File: src/rtl/alu_rtype_control_unit_if.sv
// Control-unit <-> Datapath signal bundle.
//   master : control sequencer. It drives the strobes, the selects, ALU_Control,
//            run and illegal, and it receives IR and stop.
//   slave  : Datapath / environment side. It drives IR and stop, and it
//            receives everything else.
interface alu_rtype_control_unit_if;
  logic [31:0] IR;
  logic        stop;
  logic        PCout, Zlowout, MDRout;
  logic        MARin, Zin, PCin, MDRin, IRin, Yin;
  logic        Read;
  logic        Gra, Grb, Grc;
  logic        Rin, Rout;
  logic [4:0]  ALU_Control;
  logic        run;
  logic        illegal;

  modport master (
    input  IR, stop,
    output PCout, Zlowout, MDRout, MARin, Zin, PCin, MDRin, IRin, Yin,
           Read, Gra, Grb, Grc, Rin, Rout, ALU_Control, run, illegal
  );

  modport slave (
    output IR, stop,
    input  PCout, Zlowout, MDRout, MARin, Zin, PCin, MDRin, IRin, Yin,
           Read, Gra, Grb, Grc, Rin, Rout, ALU_Control, run, illegal
  );
endinterface

File: src/rtl/alu_rtype_control_unit.sv
// Hardwired control sequencer for the Datapath.
// It fetches each instruction in T0-T2 and executes R-format ALU ops
// "op Ra,Rb,Rc" in T3-T5.
// Ports:
//   clk : system clock; all state changes happen on the rising edge.
//   clr : asynchronous, active-low reset. While clr=0, every output is 0.
//   dp  : control/Datapath bundle (master side). It carries IR and stop in,
//         and carries the bus-drive strobes, register-load strobes, Read,
//         Gra/Grb/Grc, Rin/Rout, ALU_Control, run and the sticky illegal flag out.
// The outputs are a decode of the registered state. T3 also looks at the IR
// opcode, because IR is only loaded at the end of T2.
module alu_rtype_control_unit #(
  parameter logic [4:0]  INC_OP     = 5'd12,
  parameter logic [4:0]  ALU_OP_MIN = 5'd3,
  parameter logic [4:0]  ALU_OP_MAX = 5'd11,
  parameter logic [4:0]  NOP_OP     = 5'd26,
  parameter logic [4:0]  HALT_OP    = 5'd27,
  parameter int unsigned MEM_WAIT   = 0
) (
  input  logic                      clk,
  input  logic                      clr,
  alu_rtype_control_unit_if.master  dp
);

  typedef enum logic [3:0] {
    IDLE, T0, T1, T2, T3, T4, T5, STOPPED, HALTED
  } state_t;

  localparam logic [3:0] WAIT_LAST = 4'(MEM_WAIT);

  state_t     state;
  logic [3:0] wait_cnt;
  logic       illegal_q;
  logic [4:0] opcode;
  logic       is_alu, is_nop, is_halt;

  always_comb begin
    opcode  = dp.IR[31:27];
    is_alu  = (opcode >= ALU_OP_MIN) && (opcode <= ALU_OP_MAX);
    is_nop  = (opcode == NOP_OP);
    is_halt = (opcode == HALT_OP);
  end

  always_ff @(posedge clk or negedge clr) begin
    if (!clr) begin
      state     <= IDLE;
      wait_cnt  <= '0;
      illegal_q <= 1'b0;
    end else begin
      case (state)
        IDLE: state <= T0;
        T0: begin
          state    <= T1;
          wait_cnt <= '0;
        end
        T1: begin
          if (wait_cnt == WAIT_LAST) state <= T2;
          else                       wait_cnt <= wait_cnt + 4'd1;
        end
        T2: state <= T3;
        T3: begin
          if (is_alu)      state <= T4;
          else if (is_nop) state <= dp.stop ? STOPPED : T0;
          else begin
            state <= HALTED;
            if (!is_halt) illegal_q <= 1'b1;
          end
        end
        T4:      state <= T5;
        T5:      state <= dp.stop ? STOPPED : T0;
        STOPPED: if (!dp.stop) state <= T0;
        HALTED:  state <= HALTED;
        default: state <= IDLE;
      endcase
    end
  end

  always_comb begin
    dp.PCout       = 1'b0;
    dp.Zlowout     = 1'b0;
    dp.MDRout      = 1'b0;
    dp.MARin       = 1'b0;
    dp.Zin         = 1'b0;
    dp.PCin        = 1'b0;
    dp.MDRin       = 1'b0;
    dp.IRin        = 1'b0;
    dp.Yin         = 1'b0;
    dp.Read        = 1'b0;
    dp.Gra         = 1'b0;
    dp.Grb         = 1'b0;
    dp.Grc         = 1'b0;
    dp.Rin         = 1'b0;
    dp.Rout        = 1'b0;
    dp.ALU_Control = '0;
    dp.run         = (state == T0) || (state == T1) || (state == T2) ||
                     (state == T3) || (state == T4) || (state == T5);
    dp.illegal     = illegal_q;
    case (state)
      T0: begin
        dp.PCout       = 1'b1;
        dp.MARin       = 1'b1;
        dp.Zin         = 1'b1;
        dp.ALU_Control = INC_OP;
      end
      T1: begin
        dp.Read  = 1'b1;
        dp.MDRin = 1'b1;
        // The incremented PC is written back only once, even when the read is stretched.
        if (wait_cnt == 4'd0) begin
          dp.Zlowout = 1'b1;
          dp.PCin    = 1'b1;
        end
      end
      T2: begin
        dp.MDRout = 1'b1;
        dp.IRin   = 1'b1;
      end
      T3: begin
        if (is_alu) begin
          dp.Grb  = 1'b1;
          dp.Rout = 1'b1;
          dp.Yin  = 1'b1;
        end
      end
      T4: begin
        dp.Grc         = 1'b1;
        dp.Rout        = 1'b1;
        dp.Zin         = 1'b1;
        dp.ALU_Control = opcode;
      end
      T5: begin
        dp.Zlowout = 1'b1;
        dp.Gra     = 1'b1;
        dp.Rin     = 1'b1;
      end
      default: ;
    endcase
  end

endmodule
File: src/flat_wrapper.sv
// flat-port wrapper written by rule: the top's interface ports become plain ports
module alu_rtype_control_unit_flat 
#(
  parameter logic [4:0]  INC_OP     = 5'd12,
  parameter logic [4:0]  ALU_OP_MIN = 5'd3,
  parameter logic [4:0]  ALU_OP_MAX = 5'd11,
  parameter logic [4:0]  NOP_OP     = 5'd26,
  parameter logic [4:0]  HALT_OP    = 5'd27,
  parameter int unsigned MEM_WAIT   = 0
)
  (clk, clr, dp_IR, dp_stop, dp_PCout, dp_Zlowout, dp_MDRout, dp_MARin, dp_Zin, dp_PCin, dp_MDRin, dp_IRin, dp_Yin, dp_Read, dp_Gra, dp_Grb, dp_Grc, dp_Rin, dp_Rout, dp_ALU_Control, dp_run, dp_illegal);
  alu_rtype_control_unit_if dp_i ();
  input  logic clk;
  input  logic clr;
  input wire logic [$bits(dp_i.IR)-1:0] dp_IR;
  input wire logic [$bits(dp_i.stop)-1:0] dp_stop;
  output wire logic [$bits(dp_i.PCout)-1:0] dp_PCout;
  output wire logic [$bits(dp_i.Zlowout)-1:0] dp_Zlowout;
  output wire logic [$bits(dp_i.MDRout)-1:0] dp_MDRout;
  output wire logic [$bits(dp_i.MARin)-1:0] dp_MARin;
  output wire logic [$bits(dp_i.Zin)-1:0] dp_Zin;
  output wire logic [$bits(dp_i.PCin)-1:0] dp_PCin;
  output wire logic [$bits(dp_i.MDRin)-1:0] dp_MDRin;
  output wire logic [$bits(dp_i.IRin)-1:0] dp_IRin;
  output wire logic [$bits(dp_i.Yin)-1:0] dp_Yin;
  output wire logic [$bits(dp_i.Read)-1:0] dp_Read;
  output wire logic [$bits(dp_i.Gra)-1:0] dp_Gra;
  output wire logic [$bits(dp_i.Grb)-1:0] dp_Grb;
  output wire logic [$bits(dp_i.Grc)-1:0] dp_Grc;
  output wire logic [$bits(dp_i.Rin)-1:0] dp_Rin;
  output wire logic [$bits(dp_i.Rout)-1:0] dp_Rout;
  output wire logic [$bits(dp_i.ALU_Control)-1:0] dp_ALU_Control;
  output wire logic [$bits(dp_i.run)-1:0] dp_run;
  output wire logic [$bits(dp_i.illegal)-1:0] dp_illegal;
  assign dp_i.IR = dp_IR;
  assign dp_i.stop = dp_stop;
  assign dp_PCout = dp_i.PCout;
  assign dp_Zlowout = dp_i.Zlowout;
  assign dp_MDRout = dp_i.MDRout;
  assign dp_MARin = dp_i.MARin;
  assign dp_Zin = dp_i.Zin;
  assign dp_PCin = dp_i.PCin;
  assign dp_MDRin = dp_i.MDRin;
  assign dp_IRin = dp_i.IRin;
  assign dp_Yin = dp_i.Yin;
  assign dp_Read = dp_i.Read;
  assign dp_Gra = dp_i.Gra;
  assign dp_Grb = dp_i.Grb;
  assign dp_Grc = dp_i.Grc;
  assign dp_Rin = dp_i.Rin;
  assign dp_Rout = dp_i.Rout;
  assign dp_ALU_Control = dp_i.ALU_Control;
  assign dp_run = dp_i.run;
  assign dp_illegal = dp_i.illegal;
  alu_rtype_control_unit #(.INC_OP(INC_OP), .ALU_OP_MIN(ALU_OP_MIN), .ALU_OP_MAX(ALU_OP_MAX), .NOP_OP(NOP_OP), .HALT_OP(HALT_OP), .MEM_WAIT(MEM_WAIT)) u_core (.clk(clk), .clr(clr), .dp(dp_i));
endmodule
File: config.mk
export PLATFORM = sky130hd
export DESIGN_NAME = alu_rtype_control_unit_flat
export DESIGN_NICKNAME = d
export VERILOG_FILES = /design/src/rtl/alu_rtype_control_unit_if.sv /design/src/rtl/alu_rtype_control_unit.sv /design/src/flat_wrapper.sv
export SDC_FILE = /design/constraint.sdc
export NUM_CORES = 1
export LEC_CHECK = 0
export ABC_AREA = 1
export ABC_CLOCK_PERIOD_IN_PS = 4090
export CAP_MARGIN = 20
export CORE_UTILIZATION = 35
export CTS_CLUSTER_SIZE = 20
export DETAILED_ROUTE_END_ITERATION = 12
export GPL_ROUTABILITY_DRIVEN = 0
export MAX_ROUTING_LAYER = met4
export PLACE_DENSITY = 0.9
export SLEW_MARGIN = 30
export SYNTH_ARGS = -nofsm -noshare
export SYNTH_HDL_FRONTEND = slang
export SYNTH_SLANG_ARGS = --single-unit
File: constraint.sdc
create_clock -name clk -period 4.09 [get_ports clk]
set_input_delay 1.0225 -clock clk [delete_from_list [all_inputs] [get_ports clk]]
set_output_delay 1.0225 -clock clk [all_outputs]
set_load 0.01 [all_outputs]
==> metrics.md, run 1 <==
| Metric | Value |
|---|---|
| Outcome | finished clean |
| Smallest setup slack after layout | between 0.5 and 0.6 ns |
| Synth top area share | 30.5% |
| WL final | between 1.5 and 2 mm |
| Post-synth EDFFs | 0 |
| Final worst path period share | between 80% and 90% |
| Worst Tran Pin Value | 0.416 ns |
| Crit path cell chain | clkdlybuf4s50_1 -> inv_1 -> nand4_1 -> nand3_1 -> inv_1 -> clkdlybuf4s50_1 |
| Leakage power | ~0.00054 µW |
| CTS clk-pin slew, worst paths | 0.06 ns |
| Slowest cell on the critical path | clkdlybuf4s50_1 |
| Drt first pass iters | 4 |
| Worst EP arrival | 2.50 ns |
| Final clock skew | approximately 0.0018 ns |
| Share of layout cells above drive strength 1 | between 10% and 20% |
| CTS Hold Bufs | 0 |
| Vias post-DR | approximately 760 |
| Area leader, netlist | dfrtp_1 |
| Hold crit path type | reg2reg |
| Worst Min Path Start | u_core.dp.illegal |
| Core ar. | 1980 µm² |
| Synthesized Nets | between 100 and 150 |
| Antenna violations before repair | 0 |
| Most frequent cell after synthesis | inv_1 |
| Finished Core Util | between 50% and 60% |
| CTS Buffer Depth | 2 |
| Max Cap Violations | 0 |
| Nets | about 170 |
| Die ar. | 2300 µm² |
| Initial drt markers | 19 |
| Final setup viols | 0 |
| WP data required | 3.07 ns |
| Setup Fix Bufs, Post-CTS | 0 |
| CP Max Fanout | 4 |
| Vias in the first global route | 671 |
| CTS root buf | clkbuf_4 |
| Vias/cell | about 4.8 |
| Max transition margin | 72.1% |
| Critical path's largest stage delay | 0.54 ns |
| Area Growth Syn to Fin | 42.3% |
| Critical Path Source Type | primary input |
| Tmin final | ~3.5 ns |
| Cell count after synthesis | ~110 |
| GRT Total Usage | 17.5% |
| CTS buffer count | 3 |
| Leading cell types by count after synthesis | inv_1, nand2_1, nand3_1, nor2_1, dfrtp_1 |
| Diodes inserted | 0 |
| Prevailing post-synth register cell | dfrtp_1 |
| Start point of the critical path | dp_IR[31] |
| Dpl ws | between 0.5 and 0.6 ns |
| YS warnings | 0 |
| Grt ovf | 0 |
| H-tree Lvls | 1 |
| CTS tree | built |
| Total negative slack | 0 ns |
| Post-synthesis sequential area ratio | between 30% and 40% |
| Synth Register Bits | 9 |
| Count of different cell masters after synthesis | 21 |
| P per Cell Area | roughly 630 nW/µm² |
| CP endpoint kind | output port |
| Site Rows | 16 |
| Slew Viols, Final | 0 |
| Critical path class | in2out |
| Clock Sinks | 9 |
| Clock Latency Late Sink | approximately 0.26 ns |
| Ports | 57 |
| Largest net degree at the start of global routing | 10 |
| Mapped cell area | about 740 µm² |
| DP HPWL | ~1.4 mm |
| Synth top area cells | dfrtp_1, inv_1, nand3_1 |
| Worst VDD drop | between 0.2 and 0.25 mV |
| Initial core utilization | about 37% |
| Achievable frequency | around 280 MHz |
| Final hold vios | 0 |
| I/O Buffers | 29 |
| DP Cell Count | approximately 160 |
| Post-CTS Resized | 0 |
| Routed wire per std cell | around 11 µm |
| Die width | between 40 and 50 µm |
| FFs w/ async S/R, synth | 100% |
| First-pass GRT wire length | roughly 2.7 mm |
| Antenna Nets Post-Route | 0 |
| Remaining DRCs | 0 |
| Reg2reg start | u_core.wait_cnt[0] |
| Fillers | around 180 |
| Syn avg cell area | ~7.0 µm² |
| Non-Filler Instances | 160 |
| Vert. Die Dim | approximately 48 µm |
| Unrepaired setup endpoints after global routing | no |
critical path, delay by kind of cell:
kind,cells,cell delay [ns]
simple gates,2,0.24
buf+inv,4,1.23
path summary, 6_finish.rpt:
path,cells after the start,slack [ns],endpoint
setup reg to reg,7,2.77,u_core.state[0]
setup / recovery,6,0.57,dp_Grb
min in group asynchronous,1,1.06,u_core.wait_cnt[3]
hold reg to reg,1,0.48,u_core.dp.illegal
max in group asynchronous,1,2.74,u_core.dp.illegal
hold / removal,1,0.48,u_core.dp.illegal
routing by layer:
layer / share of wire [%] / routed length [µm] / global-route usage [%] / up-vias
met5: 0 / 0 / - / -
met4: 0.68 / 12 / 6.67 / 0
met3: 4.4 / 77 / 4.53 / 2
met2: 52 / 927 / 29.7 / 26
met1: 43 / 753 / 19.5 / 342
li1: - / - / - / 392
final cells by class:
class / instances / area, µm² / area share [%]
clock buffer: 4 / 26.3 / 2.50
timing repair buffer: 29 / 290 / 27.6
inverter: 20 / 75.1 / 7.13
multi-input combinational: 71 / 402 / 38.2
sequential: 9 / 225 / 21.4
tap: 27 / 33.8 / 3.21
flip-flops by register name, indices dropped and copies added (netlist names):
signal / flops
u_core.wait_cnt: 4
u_core.dp.illegal: 1
u_core.state: 4
cell usage in the layout (no fill, tap or decap), types with 3 or more instances in the layout:
master	n
nand2_2	4
clkdlybuf4s50_1	29
nand4_1	4
nand3_1	12
dfrtp_1	9
nand2_1	16
nor2_1	12
o21ai_0	8
inv_1	17
clkbuf_4	3
inv_2	3
through the flow:
stage	total power [µW]	area, µm²	hold slack (ns)
5_1_grt	708	1050	0.524
2_1_floorplan	401	739	0.513
4_1_cts	664	1050	0.485
6_report	660	1050	0.477
3_5_place_dp	592	1030	0.461
3_3_place_gp	581	1030	0.473
power by group:
part	internal, µW	total, µW	switching (µW)
logic	216	455	239
clock network	37.7	69.8	32.1
registers	110	136	25.2
total	364	660	296
cell families (layout without fill, tap and decap cells):
kind of cell,after synthesis,in the layout,synth area share [%]
fa+ha+maj,2,2,3.38
flops,9,9,30.5
simple gates,55,55,40.1
buf+inv,25,53,15.2
compound gates,13,13,9.65
xor+xnor,1,1,1.18
(Power assumes the default switching activity.)
==> inputs of run 2 (changes only) <==
--- a/config.mk
+++ b/config.mk
@@ -14,7 +14,7 @@
 export GPL_ROUTABILITY_DRIVEN = 0
 export MAX_ROUTING_LAYER = met4
 export PLACE_DENSITY = 0.9
-export SLEW_MARGIN = 30
+export SLEW_MARGIN = 10
 export SYNTH_ARGS = -nofsm -noshare
 export SYNTH_HDL_FRONTEND = slang
 export SYNTH_SLANG_ARGS = --single-unit
==> results of run 2 <==
The final DEF is identical to that of run 1; final timing and power are the same.
==> inputs of run 3 (changes only) <==
--- a/config.mk
+++ b/config.mk
@@ -8,6 +8,7 @@
 export ABC_AREA = 1
 export ABC_CLOCK_PERIOD_IN_PS = 4090
 export CAP_MARGIN = 20
+export CORE_ASPECT_RATIO = 0.9
 export CORE_UTILIZATION = 35
 export CTS_CLUSTER_SIZE = 20
 export DETAILED_ROUTE_END_ITERATION = 12
==> metrics.md, run 3 (synthesis gave the netlist of run 1 again) <==
| Metric | Value |
|---|---|
| Unrepaired setup endpoints after global routing | no |
| Final worst path period share | between 80% and 90% |
| Max Cap Violations | 0 |
| Worst Tran Pin Value | 0.416 ns |
| Grt peak-use layer | met2 |
| Setup Fix Bufs, Post-CTS | 0 |
| Leakage power | about 0.00054 µW |
| M1 GR Usage | about 22% |
| Final setup viols | 0 |
| Non-Filler Instances | around 160 |
| Clock Sinks | 9 |
| CTS root buf | clkbuf_4 |
| Vias in the first global route | 698 |
| Die width | 50.5 µm |
| Vias post-DR | slightly below 800 |
| Critical path class | in2out |
| CTS Buffer Depth | 2 |
| Area Growth Syn to Fin | 42.0% |
| H-tree Lvls | 1 |
| Reg-to-Reg End | u_core.state[0] |
| DP Cell Count | approximately 150 |
| CP endpoint kind | output port |
| R2r setup slk | around 2.8 ns |
| Most frequent cells in the layout | clkdlybuf4s50_1, inv_1, nand2_1 |
| CTS tree | built |
| Vias/cell | around 5.0 |
| Post-CTS Resized | 0 |
| Worst EP arrival | approximately 2.5 ns |
| Worst VDD drop | 0.328 mV |
| Initial drt markers | between 40 and 50 |
| CP Max Fanout | 4 |
| Final clock skew | 0.00795 ns |
| Clock Latency Late Sink | approximately 0.27 ns |
| I/O Buffers | 29 |
| Critical Path Source Type | primary input |
| Initial core utilization | 37.9% |
| Achievable frequency | roughly 280 MHz |
| Tmin final | 3.56 ns |
| CTS Hold Bufs | 0 |
| Drt first pass iters | 4 |
| Setup crit end | dp_Yin |
| Slew Viols, Final | 0 |
| Hold crit path type | reg2reg |
| Start point of the critical path | dp_IR[28] |
| Antenna violations before repair | 0 |
| Core ar. | between 1500 and 2000 µm² |
| Remaining DRCs | 0 |
| Most common cell after layout, fill and taps aside | clkdlybuf4s50_1 |
| Routed wire per std cell | between 10 and 15 µm |
| Ports | between 50 and 60 |
| Grt ovf | 0 |
| Reg2reg start | u_core.state[2] |
| Total negative slack | 0 ns |
| FF-to-FF path depth | 7 |
| WL final | approximately 1.8 mm |
| Site Rows | 15 |
| Outcome | finished clean |
| CTS buffer count | 3 |
| DP HPWL | roughly 1.5 mm |
| Share of layout cells above drive strength 1 | between 10% and 20% |
| Met2 Use GR | roughly 29% |
| GRT Total Usage | approximately 18% |
| Die ar. | approximately 2300 µm² |
| Final hold vios | 0 |
| Diodes inserted | 0 |
| Nets | 171 |
| Met3 Use GR | 2.00% |
| CTS clk-pin slew, worst paths | around 0.07 ns |
| Fillers | about 170 |
| P per Cell Area | around 640 nW/µm² |
| First-pass GRT wire length | between 2 and 3 mm |
| Max transition margin | roughly 72% |
| Antenna Nets Post-Route | 0 |
| WP data required | 3.07 ns |
| Largest net degree at the start of global routing | 10 |
| Vert. Die Dim | approximately 46 µm |
run 3: cell counts in the layout (fill, tap and decap cells not counted):
Identical to the previous run, type by type.
run 3: how the worst min path moves through the flow:
stage,startpoint,end,depth (start not counted)
after floorplan,u_core.dp.illegal,u_core.dp.illegal,1
after global placement,u_core.dp.illegal,u_core.dp.illegal,1
after detailed placement,u_core.dp.illegal,u_core.dp.illegal,1
after CTS,u_core.dp.illegal,u_core.dp.illegal,1
after global routing,u_core.dp.illegal,u_core.dp.illegal,1
final,u_core.dp.illegal,u_core.dp.illegal,1
run 3: final cells by class:
class                   instances  area [µm²]  area share (%)
flip-flops and latches          9         225            21.5
inverters                      20        75.1            7.15
well taps                      25        31.3            2.98
repair buffers                 29         290            27.7
clock buffers                   4        26.3            2.50
multi-input cells              71         402            38.3
run 3: routing by layer:
| layer | wire length [µm] | part of all wire, % | vias to the layer above |
|---|---|---|---|
| met5 | 0 | 0 | - |
| met4 | 29 | 1.6 | 0 |
| met3 | 58 | 3.2 | 4 |
| met2 | 946 | 52 | 25 |
| met1 | 801 | 44 | 364 |
| li1 | - | - | 390 |
run 3: metrics by stage:
step | cell area [µm²] | util [%] | setup slack (ns) | total power (µW) | hold WS, ns
6_report | 1050 | 53.8 | 0.535 | 667 | 0.478
5_1_grt | 1050 | 53.8 | 0.423 | 712 | 0.508
3_3_place_gp | 1020 | 52.4 | 0.593 | 584 | 0.462
3_5_place_dp | 1020 | 52.4 | 0.549 | 594 | 0.469
4_1_cts | 1050 | 53.8 | 0.540 | 671 | 0.485
2_1_floorplan | 739 | - | 1.49 | 401 | 0.513
run 3: power breakdown:
group | leakage (µW) | internal, µW | switching, µW
sequential | 0.000116 | 110 | 22.9
clock | 0.0000150 | 37.8 | 35.9
combinational | 0.000407 | 216 | 244
total | 0.000539 | 364 | 303
run 3: critical path, stage by stage:
cell             delay (ns)
clkdlybuf4s50_1        0.50
nand2_1                0.10
nand4_1                0.10
nand3_1                0.15
inv_1                  0.11
clkdlybuf4s50_1        0.54
